## config.mk

```make
export PLATFORM = sky130hd
export DESIGN_NAME = uart_frame_ctrl_flat
export DESIGN_NICKNAME = d
export VERILOG_FILES = /design/src/rtl/uart_pkg.sv /design/src/rtl/uart_frame_ctrl_if.sv /design/src/rtl/uart_frame_buf.sv /design/src/rtl/uart_frame_ctrl.sv /design/src/flat_wrapper.sv
export SDC_FILE = /design/constraint.sdc
export NUM_CORES = 1
export LEC_CHECK = 0
export CORE_UTILIZATION = 36
export DETAILED_ROUTE_END_ITERATION = 8
export DONT_BUFFER_PORTS = 1
export PLACE_DENSITY = 0.47
export SYNTH_ARGS = -nofsm -noshare
export SYNTH_HDL_FRONTEND = slang
export SYNTH_SLANG_ARGS = --single-unit
export TNS_END_PERCENT = 30
```

## constraint.sdc

```tcl
create_clock -name clk -period 5.1 [get_ports clk]
set_input_delay 1.53 -clock clk [delete_from_list [all_inputs] [get_ports clk]]
set_output_delay 1.53 -clock clk [all_outputs]
set_load 0.01 [all_outputs]
```

## src/rtl/uart_pkg.sv

```systemverilog
// uart_pkg: shared types and constants for the UART frame controller
package uart_pkg;
  typedef enum logic [2:0] {HUNT, CMD, LEN, PAYLOAD, CHK, HOLD} state_t;
  typedef enum logic [1:0] {ERR_LEN, ERR_CHK, ERR_TIMEOUT, ERR_OVERRUN} err_t;
  localparam logic [7:0] SYNC_DEFAULT = 8'hA5;
endpackage

```

## src/rtl/uart_frame_ctrl_if.sv

```systemverilog
// uart_frame_ctrl_if: receiver byte stream, frame handshake, payload read and error signals
interface uart_frame_ctrl_if #(parameter int LENW = 5);
  logic [7:0] rx_data;
  logic rx_done;
  logic frm_valid;
  logic frm_ready;
  logic [7:0] frm_cmd;
  logic [LENW-1:0] frm_len;
  logic [LENW-1:0] rd_addr;
  logic [7:0] rd_data;
  logic err_valid;
  logic [1:0] err_code;
  logic busy;
  modport master(output rx_data, rx_done, frm_ready, rd_addr,
                 input frm_valid, frm_cmd, frm_len, rd_data, err_valid, err_code, busy);
  modport slave(input rx_data, rx_done, frm_ready, rd_addr,
                output frm_valid, frm_cmd, frm_len, rd_data, err_valid, err_code, busy);
endinterface

```

## src/rtl/uart_frame_buf.sv

```systemverilog
// uart_frame_buf: payload RAM, single write port, registered read, no reset
module uart_frame_buf #(
  parameter int DEPTH = 16,
  parameter int AW = DEPTH > 1 ? $clog2(DEPTH) : 1
) (
  input  logic          clk,
  input  logic          we,
  input  logic [AW-1:0] waddr,
  input  logic [7:0]    wdata,
  input  logic [AW-1:0] raddr,
  output logic [7:0]    rdata
);
  logic [7:0] mem [2**AW];
  always_ff @(posedge clk) begin
    if (we) mem[waddr] <= wdata;
    rdata <= mem[raddr];
  end
endmodule

```

## src/rtl/uart_frame_ctrl.sv

```systemverilog
// uart_frame_ctrl: hunts SYNC, parses CMD/LEN/payload/XOR checksum, holds validated frames
module uart_frame_ctrl
  import uart_pkg::*;
#(
  parameter int         MAX_LEN     = 16,
  parameter int         TIMEOUT_CYC = 70_000,
  parameter logic [7:0] SYNC_BYTE   = SYNC_DEFAULT,
  parameter int         LENW        = $clog2(MAX_LEN + 1)
) (
  input logic clk,
  input logic rst,
  uart_frame_ctrl_if.slave bus
);
  localparam int IW = MAX_LEN > 1 ? $clog2(MAX_LEN) : 1;
  localparam int TW = $clog2(TIMEOUT_CYC + 1);
  state_t state;
  err_t err_code;
  logic rx_done_q, frm_valid, err_valid, byte_stb, active, timeout;
  logic [7:0] b, cmd, chk;
  logic [LENW-1:0] len, idx;
  logic [TW-1:0] timer;
  assign b = bus.rx_data;
  // receiver idles high, so rx_done_q resets to 1 to avoid a phantom byte
  assign byte_stb = bus.rx_done & ~rx_done_q;
  assign active = state inside {CMD, LEN, PAYLOAD, CHK};
  assign timeout = active && !byte_stb && timer == TW'(TIMEOUT_CYC - 1);
  assign bus.frm_valid = frm_valid;
  assign bus.frm_cmd = cmd;
  assign bus.frm_len = len;
  assign bus.err_valid = err_valid;
  assign bus.err_code = err_code;
  assign bus.busy = state != HUNT;
  uart_frame_buf #(.DEPTH(MAX_LEN), .AW(IW)) u_buf (
    .clk(clk),
    .we(byte_stb && state == PAYLOAD),
    .waddr(idx[IW-1:0]),
    .wdata(b),
    .raddr(bus.rd_addr[IW-1:0]),
    .rdata(bus.rd_data)
  );
  always_ff @(posedge clk or posedge rst) begin
    if (rst) begin
      state <= HUNT;
      rx_done_q <= 1'b1;
      cmd <= '0;
      chk <= '0;
      len <= '0;
      idx <= '0;
      timer <= '0;
      frm_valid <= 1'b0;
      err_valid <= 1'b0;
      err_code <= ERR_LEN;
    end else begin
      rx_done_q <= bus.rx_done;
      err_valid <= 1'b0;
      timer <= (byte_stb || !active) ? '0 : timer + 1'b1;
      if (timeout) begin
        state <= HUNT;
        err_valid <= 1'b1;
        err_code <= ERR_TIMEOUT;
      end else begin
        case (state)
          HUNT: if (byte_stb && b == SYNC_BYTE) state <= CMD;
          CMD: if (byte_stb) begin
            cmd <= b;
            chk <= b;
            state <= LEN;
          end
          LEN: if (byte_stb) begin
            if (b > 8'(MAX_LEN)) begin
              state <= HUNT;
              err_valid <= 1'b1;
              err_code <= ERR_LEN;
            end else begin
              len <= b[LENW-1:0];
              chk <= chk ^ b;
              idx <= '0;
              state <= b == 8'd0 ? CHK : PAYLOAD;
            end
          end
          PAYLOAD: if (byte_stb) begin
            chk <= chk ^ b;
            idx <= idx + 1'b1;
            if (idx == len - 1'b1) state <= CHK;
          end
          CHK: if (byte_stb) begin
            if (b == chk) begin
              state <= HOLD;
              frm_valid <= 1'b1;
            end else begin
              state <= HUNT;
              err_valid <= 1'b1;
              err_code <= ERR_CHK;
            end
          end
          HOLD: begin
            // a byte arriving with the handshake is the start of the next hunt
            if (bus.frm_ready) begin
              frm_valid <= 1'b0;
              state <= (byte_stb && b == SYNC_BYTE) ? CMD : HUNT;
            end else if (byte_stb) begin
              err_valid <= 1'b1;
              err_code <= ERR_OVERRUN;
            end
          end
          default: state <= HUNT;
        endcase
      end
    end
  end
endmodule

```

## src/flat_wrapper.sv

```systemverilog
// flat-port wrapper written by rule: the top's interface ports become plain ports
module uart_frame_ctrl_flat import uart_pkg::*;
#(
  parameter int         MAX_LEN     = 16,
  parameter int         TIMEOUT_CYC = 70_000,
  parameter logic [7:0] SYNC_BYTE   = SYNC_DEFAULT,
  parameter int         LENW        = $clog2(MAX_LEN + 1)
)
  (clk, rst, bus_rx_data, bus_rx_done, bus_frm_ready, bus_rd_addr, bus_frm_valid, bus_frm_cmd, bus_frm_len, bus_rd_data, bus_err_valid, bus_err_code, bus_busy);
  uart_frame_ctrl_if #(.LENW(LENW)) bus_i ();
  input logic clk;
  input logic rst;
  input wire logic [$bits(bus_i.rx_data)-1:0] bus_rx_data;
  input wire logic [$bits(bus_i.rx_done)-1:0] bus_rx_done;
  input wire logic [$bits(bus_i.frm_ready)-1:0] bus_frm_ready;
  input wire logic [$bits(bus_i.rd_addr)-1:0] bus_rd_addr;
  output wire logic [$bits(bus_i.frm_valid)-1:0] bus_frm_valid;
  output wire logic [$bits(bus_i.frm_cmd)-1:0] bus_frm_cmd;
  output wire logic [$bits(bus_i.frm_len)-1:0] bus_frm_len;
  output wire logic [$bits(bus_i.rd_data)-1:0] bus_rd_data;
  output wire logic [$bits(bus_i.err_valid)-1:0] bus_err_valid;
  output wire logic [$bits(bus_i.err_code)-1:0] bus_err_code;
  output wire logic [$bits(bus_i.busy)-1:0] bus_busy;
  assign bus_i.rx_data = bus_rx_data;
  assign bus_i.rx_done = bus_rx_done;
  assign bus_i.frm_ready = bus_frm_ready;
  assign bus_i.rd_addr = bus_rd_addr;
  assign bus_frm_valid = bus_i.frm_valid;
  assign bus_frm_cmd = bus_i.frm_cmd;
  assign bus_frm_len = bus_i.frm_len;
  assign bus_rd_data = bus_i.rd_data;
  assign bus_err_valid = bus_i.err_valid;
  assign bus_err_code = bus_i.err_code;
  assign bus_busy = bus_i.busy;
  uart_frame_ctrl #(.MAX_LEN(MAX_LEN), .TIMEOUT_CYC(TIMEOUT_CYC), .SYNC_BYTE(SYNC_BYTE), .LENW(LENW)) u_core (.clk(clk), .rst(rst), .bus(bus_i));
endmodule
```

After elaboration in Yosys (flattened, before gate mapping)
Memories as Yosys holds them, arrays and structs flattened. A register that Yosys moved wholly into a read port is not among the register bits.
Index checks and enable logic that the tools add are counted.
{"block": "word_totals", "elab_cells": 114, "n_memories": 1, "out_inout_bits": 26, "inputBits": 17, "ram_bits": 128, "reg_bits": 51}
{"block": "classes", "n_eq_ne": 27, "bitwise": 5, "n_reduce_logical": 22, "add_sub_neg": 3, "n_mux": 45, "n_lt_le_gt_ge": 1}
{"name": "u_core.u_buf.mem", "depth": 16, "width": 8, "read_ports": 1, "rd_ports_with_merged_regs": 1, "write_ports": 1, "line_no": "uart_frame_buf.sv:13", "rtl": "logic [7:0] mem [2**AW];"}
{"op": "$mux W3", "count": 11}
{"op": "$mux W8", "count": 4}
{"op": "$pmux W8 S3", "count": 1}
{"op": "$ne A3 B1 Y1 const B", "count": 6}
{"op": "$pmux W3 S6", "count": 1}
{"op": "$add A17 B1 Y17 const B", "count": 1}
{"op": "$eq A17 B17 Y1 const B", "count": 1}
{"op": "$mux W17", "count": 1}
{"op": "$mux W5", "count": 3}
{"op": "$ne A3 B2 Y1 const B", "count": 5}
{"op": "$mux W2", "count": 7}
{"op": "$reduce_and A7 Y1", "count": 2}
{"op": "$mux W1", "count": 13}
{"op": "$pmux W5 S2", "count": 1}
{"op": "$reduce_and A5 Y1", "count": 2}
{"op": "$eq A8 B8 Y1", "count": 1}
{"op": "$eq A8 B8 Y1 const B", "count": 1}
{"op": "$gt A8 B5 Y1 const B", "count": 1}
{"op": "$logic_not A8 Y1", "count": 1}
{"op": "$ne A2 B1 Y1 const B", "count": 4}
{"op": "$reduce_bool A4 Y1", "count": 2}
{"op": "$xor A8 B8 Y8", "count": 1}
{"op": "$eq A3 B2 Y1 const B", "count": 2}
{"op": "$eq A3 B3 Y1 const B", "count": 2}
{"op": "other kinds (19)", "count": 29}

Logic depth before layout (Yosys ltp)
{"block": "depth", "word_depth": 7, "ltp_mapped": 7, "ltp_nobuf": 7}

By module
A second synthesis with hierarchy kept.
{"block": "unflattened", "cells_unflattened": 516, "hier_area_um2": 7943.9}
{"module": "uart_frame_buf", "instances": 1, "area_each_um2": 5147.4, "seq_area_each_um2": 4003.8, "cells_each": 229}
{"module": "uart_frame_ctrl", "instances": 1, "area_each_um2": 2796.4, "seq_area_each_um2": 1277.5, "cells_each": 287}

Worst setup path before layout
OpenSTA, ideal clock, no wires.
{"block": "synth_timing", "path_type": "input to register", "startpoint": "input bus_rd_addr[0]", "endpoint": "register u_core.u_buf.rdata[0], read port of u_core.u_buf.mem", "setup_time_ns": 0.134, "arrival_ns": 3.018, "path_slack_ns": 1.948, "n_path_buf": 2, "cell_stages": 4, "required_time_ns": 4.966, "path_cell_list": "clkbuf_1 > buf_2 > mux4_2 > mux4_2"}
{"item": "from (decl)", "line_no": "flat_wrapper.sv:16", "rtl": "input wire logic [$bits(bus_i.rd_addr)-1:0] bus_rd_addr;"}
{"item": "to (decl)", "line_no": "uart_frame_buf.sv:11", "rtl": "output logic [7:0] rdata"}

Final worst setup path
{"block": "layout_timing", "startpoint": "register u_core.state[2]", "endpoint": "memory u_core.u_buf.mem[4][5], enable pin"}
{"block": "layout_between", "elab_chain_cells": 4}
{"item": "from (decl)", "line_no": "uart_frame_ctrl.sv:16", "rtl": "state_t state;"}
{"item": "from (signal assigned)", "line_no": "uart_frame_ctrl.sv:78", "rtl": "state <= b == 8'd0 ? CHK : PAYLOAD;"}
{"item": "from (signal assigned)", "line_no": "uart_frame_ctrl.sv:100", "rtl": "state <= (byte_stb && b == SYNC_BYTE) ? CMD : HUNT;"}
{"item": "$eq A3 B2 Y1", "line_no": "uart_frame_ctrl.sv:35", "rtl": ".we(byte_stb && state == PAYLOAD),"}
{"item": "$logic_and A1 B1 Y1", "line_no": "uart_frame_ctrl.sv:35"}
{"item": "$mux W1", "line_no": "uart_frame_buf.sv:15", "rtl": "if (we) mem[waddr] <= wdata;"}
{"item": "$mux W1 (implied by the code)", "line_no": "uart_frame_buf.sv:15"}
{"item": "to (decl)", "line_no": "uart_frame_buf.sv:13"}
Every way passes these cells.

==> metrics.txt <==
WL/cell 21.7 µm; pwr dens 433 nW/µm²; final net count 517; Clock Sinks 187; post-cts resize count 0; final hold vios 0; commonest non-fill, non-tap cells in the layout edfxtp_1 (128), dfrtp_1 (50), mux4_2 (40); Detailed Routing Iterations Pass 1 4; die height 150 µm; Placer Congestion 0.746; Data arrival, critical path 3.26 ns; flop-to-flop setup slack 1.89 ns; Post-Syn Area 7840 µm²; Worst Setup Start Kind flop; Crit-path slowest cell nor2_1; worst skew pair latency 0.43 ns; share of power burned in registers 0.514; Setup Buffers After CTS 0; Clk pwr share 0.344; Final ANT Viol Nets 0; TritonCTS Buffers 17; die area 22400 µm²; Synth Register Bits 187; clk_skew 0.0148 ns; Ant. Diodes 0; post-synthesis cell count 491; worst r2r path cells 5; CP Buf/Inv Count 0; Max Freq 312 MHz; leading area contributor after synthesis edfxtp_1; Design Area, Final 8720 µm²; Worst Hold End u_core.timer[0]; Slew Viols, Final 0; Seq/Total Area, Yosys 0.673; Routed Wire Length 17.0 mm; CP Cell Sequence nor2b_1, nand2_1, nor2_1, nand2_1, nor2_1; Longest Clk Path Bufs 2; Post-Place Cells 750; Post-synth EDFFs 128; final setup violation count 0; CTS tree yes; Synth top area share 0.490; largest delay contributor family on the critical path simple AND/OR/NAND/NOR gates; Period Utilization, post-route 0.629; Leakage 3.04 nW; Detailed Route Iter0 Violations 248; RSZ-0062 raised after global routing no; starting density of the core 0.370; # DRC 0; grt ovf 0; Crit Path Class flop to flop; Setup TNS 0 ns; Die W 150 µm; final std cells w/o fill 782; Crit path required time 5.15 ns; worst slack, placed 1.45 ns; Syn Area/Cell 16.0 µm²; fillers 1950; Syn Nets 514; ys async rst share 0.273; Boundary Pins 43; Critical Path Max Stage Delay 0.83 ns; Slew Limit Headroom 0.298; vias in the first global route 4396; synth-to-layout area growth 11.1%; first-pass GRT wire length 26.4 mm; Critical Path Sink Type flop; crit path from u_core.state[2]; reg2reg end u_core.u_buf.mem[4][5]; commonest non-fill, non-tap cell in the layout edfxtp_1; Tightest Pin Transition 1.05 ns; internal power 2.71 mW; Pwr Total 3.77 mW; Comb power frac 0.142; synth warn 0; Distinct cells, synth 57; core area 21200 µm²; hold buffer count at CTS 0; CP max FO 13; ratio of cells with drive above 1 in the final layout 0.197; initial antenna violation count 0; Peak VDD IR 0.227 mV; Max Cap Viol 0; status complete, no violations; ys flop type edfxtp_1; gr usage total 0.165; Psw 1.06 mW; largest net degree at the start of global routing 52; Critical R2R Launch u_core.state[2]; Area contributors post-synth edfxtp_1 (49%), dfrtp_1 (16%), mux4_2 (11%); FP Rows 53; Placed Area 8140 µm²; vias 4185; final worst slack 1.89 ns; fin crit period 3.21 ns; sw frac 0.282; post-detail-place hpwl 10.7 mm; IO buf count 0; routed vias/inst 5.35; clock-pin slew of the registers on the worst-case setup and hold paths 0.08 ns; root buffer cell clkbuf_16; Hold Crit Start u_core.timer[0]; worst hold path stage count 1; H-tree levels 4; worst hold path type flop to flop
[worst max path at each step]
stage                             end  depth (start not counted)
3_3_place_gp   u_core.u_buf.mem[7][2]                          4
6_report       u_core.u_buf.mem[4][5]                          5
3_5_place_dp   u_core.u_buf.mem[7][2]                          4
2_1_floorplan   u_core.u_buf.rdata[0]                          4
4_1_cts        u_core.u_buf.mem[7][3]                          4
5_1_grt        u_core.u_buf.mem[4][5]                          5
[cells in the mapped netlist, types with 6 or more instances]
cell type and instances:
edfxtp_1 128, dfrtp_1 50, mux4_2 40, nor2_1 36, nand2_1 30, xnor2_1 17, clkbuf_1 14, nand3_1 14
inv_1 13, mux2_2 13, o21ai_0 13, nor3_1 12, xor2_1 11, dfxtp_1 8, a21oi_1 6, a31oi_1 6
ha_1 6, o211ai_1 6
[power groups by stage]
stage | Combinational, mW | Clock, mW | Sequential [mW]
2_1_floorplan | 0.496 | 0 | 1.90
3_3_place_gp | 0.534 | 0 | 1.96
3_5_place_dp | 0.543 | 0 | 1.97
4_1_cts | 0.545 | 1.33 | 1.94
5_1_grt | 0.606 | 1.40 | 1.96
6_report | 0.537 | 1.30 | 1.94
[through the flow]
stage / hold slack (ns) / utilization
final: 0.476 / 0.411
after global routing: 0.501 / 0.411
after CTS: 0.479 / 0.411
after detailed placement: 0.470 / 0.384
after global placement: 0.450 / 0.384
after floorplan: 0.433 / -
[worst reg2reg max path: cells and delay by family (launching register included)]
kind | cells | cell delay (ns)
DFF | 1 | 0.52
and+or+nand+nor | 5 | 2.30
[kinds of logic after synthesis]
logic type,synth area share
AOI/OAI and AO/OA,0.0475
xor gates and xnor gates,0.0313
adders and majority gates,0.00957
buffers and inverters,0.0171
DFF,0.673
muxes,0.139
and+or+nand+nor,0.0825
[registers in the layout, indices dropped and copies added, names as in the netlist]
signal / flops
u_core.idx: 5
u_core.bus.frm_len: 5
u_core.rx_done_q: 1
u_core.chk: 8
u_core.bus.frm_valid: 1
u_core.u_buf.mem: 128
u_core.state: 3
u_core.timer: 17
u_core.bus.err_valid: 1
u_core.u_buf.rdata: 8
u_core.bus.frm_cmd: 8
u_core.bus.err_code: 2
[cell type report]
type / instances / area, µm² / share of cell area
repair buffers: 5 / 37.5 / 0.00431
clock inverters: 12 / 130 / 0.0149
multi-input cells: 270 / 2430 / 0.278
well taps: 275 / 344 / 0.0395
flip-flops and latches: 187 / 5280 / 0.606
inverters: 13 / 48.8 / 0.00560
clock buffers: 20 / 447 / 0.0512
[routing by layer]
| layer | vias up | global-route usage | share of wire |
|---|---|---|---|
| met1 | 2186 | 0.219 | 0.45 |
| met4 | 0 | 0.0571 | 0.015 |
| li1 | 1898 | - | - |
| met5 | - | 0 | 0 |
| met2 | 82 | 0.267 | 0.49 |
| met3 | 19 | 0.0357 | 0.039 |
No activity file was read; power rests on OpenSTA's default activity.
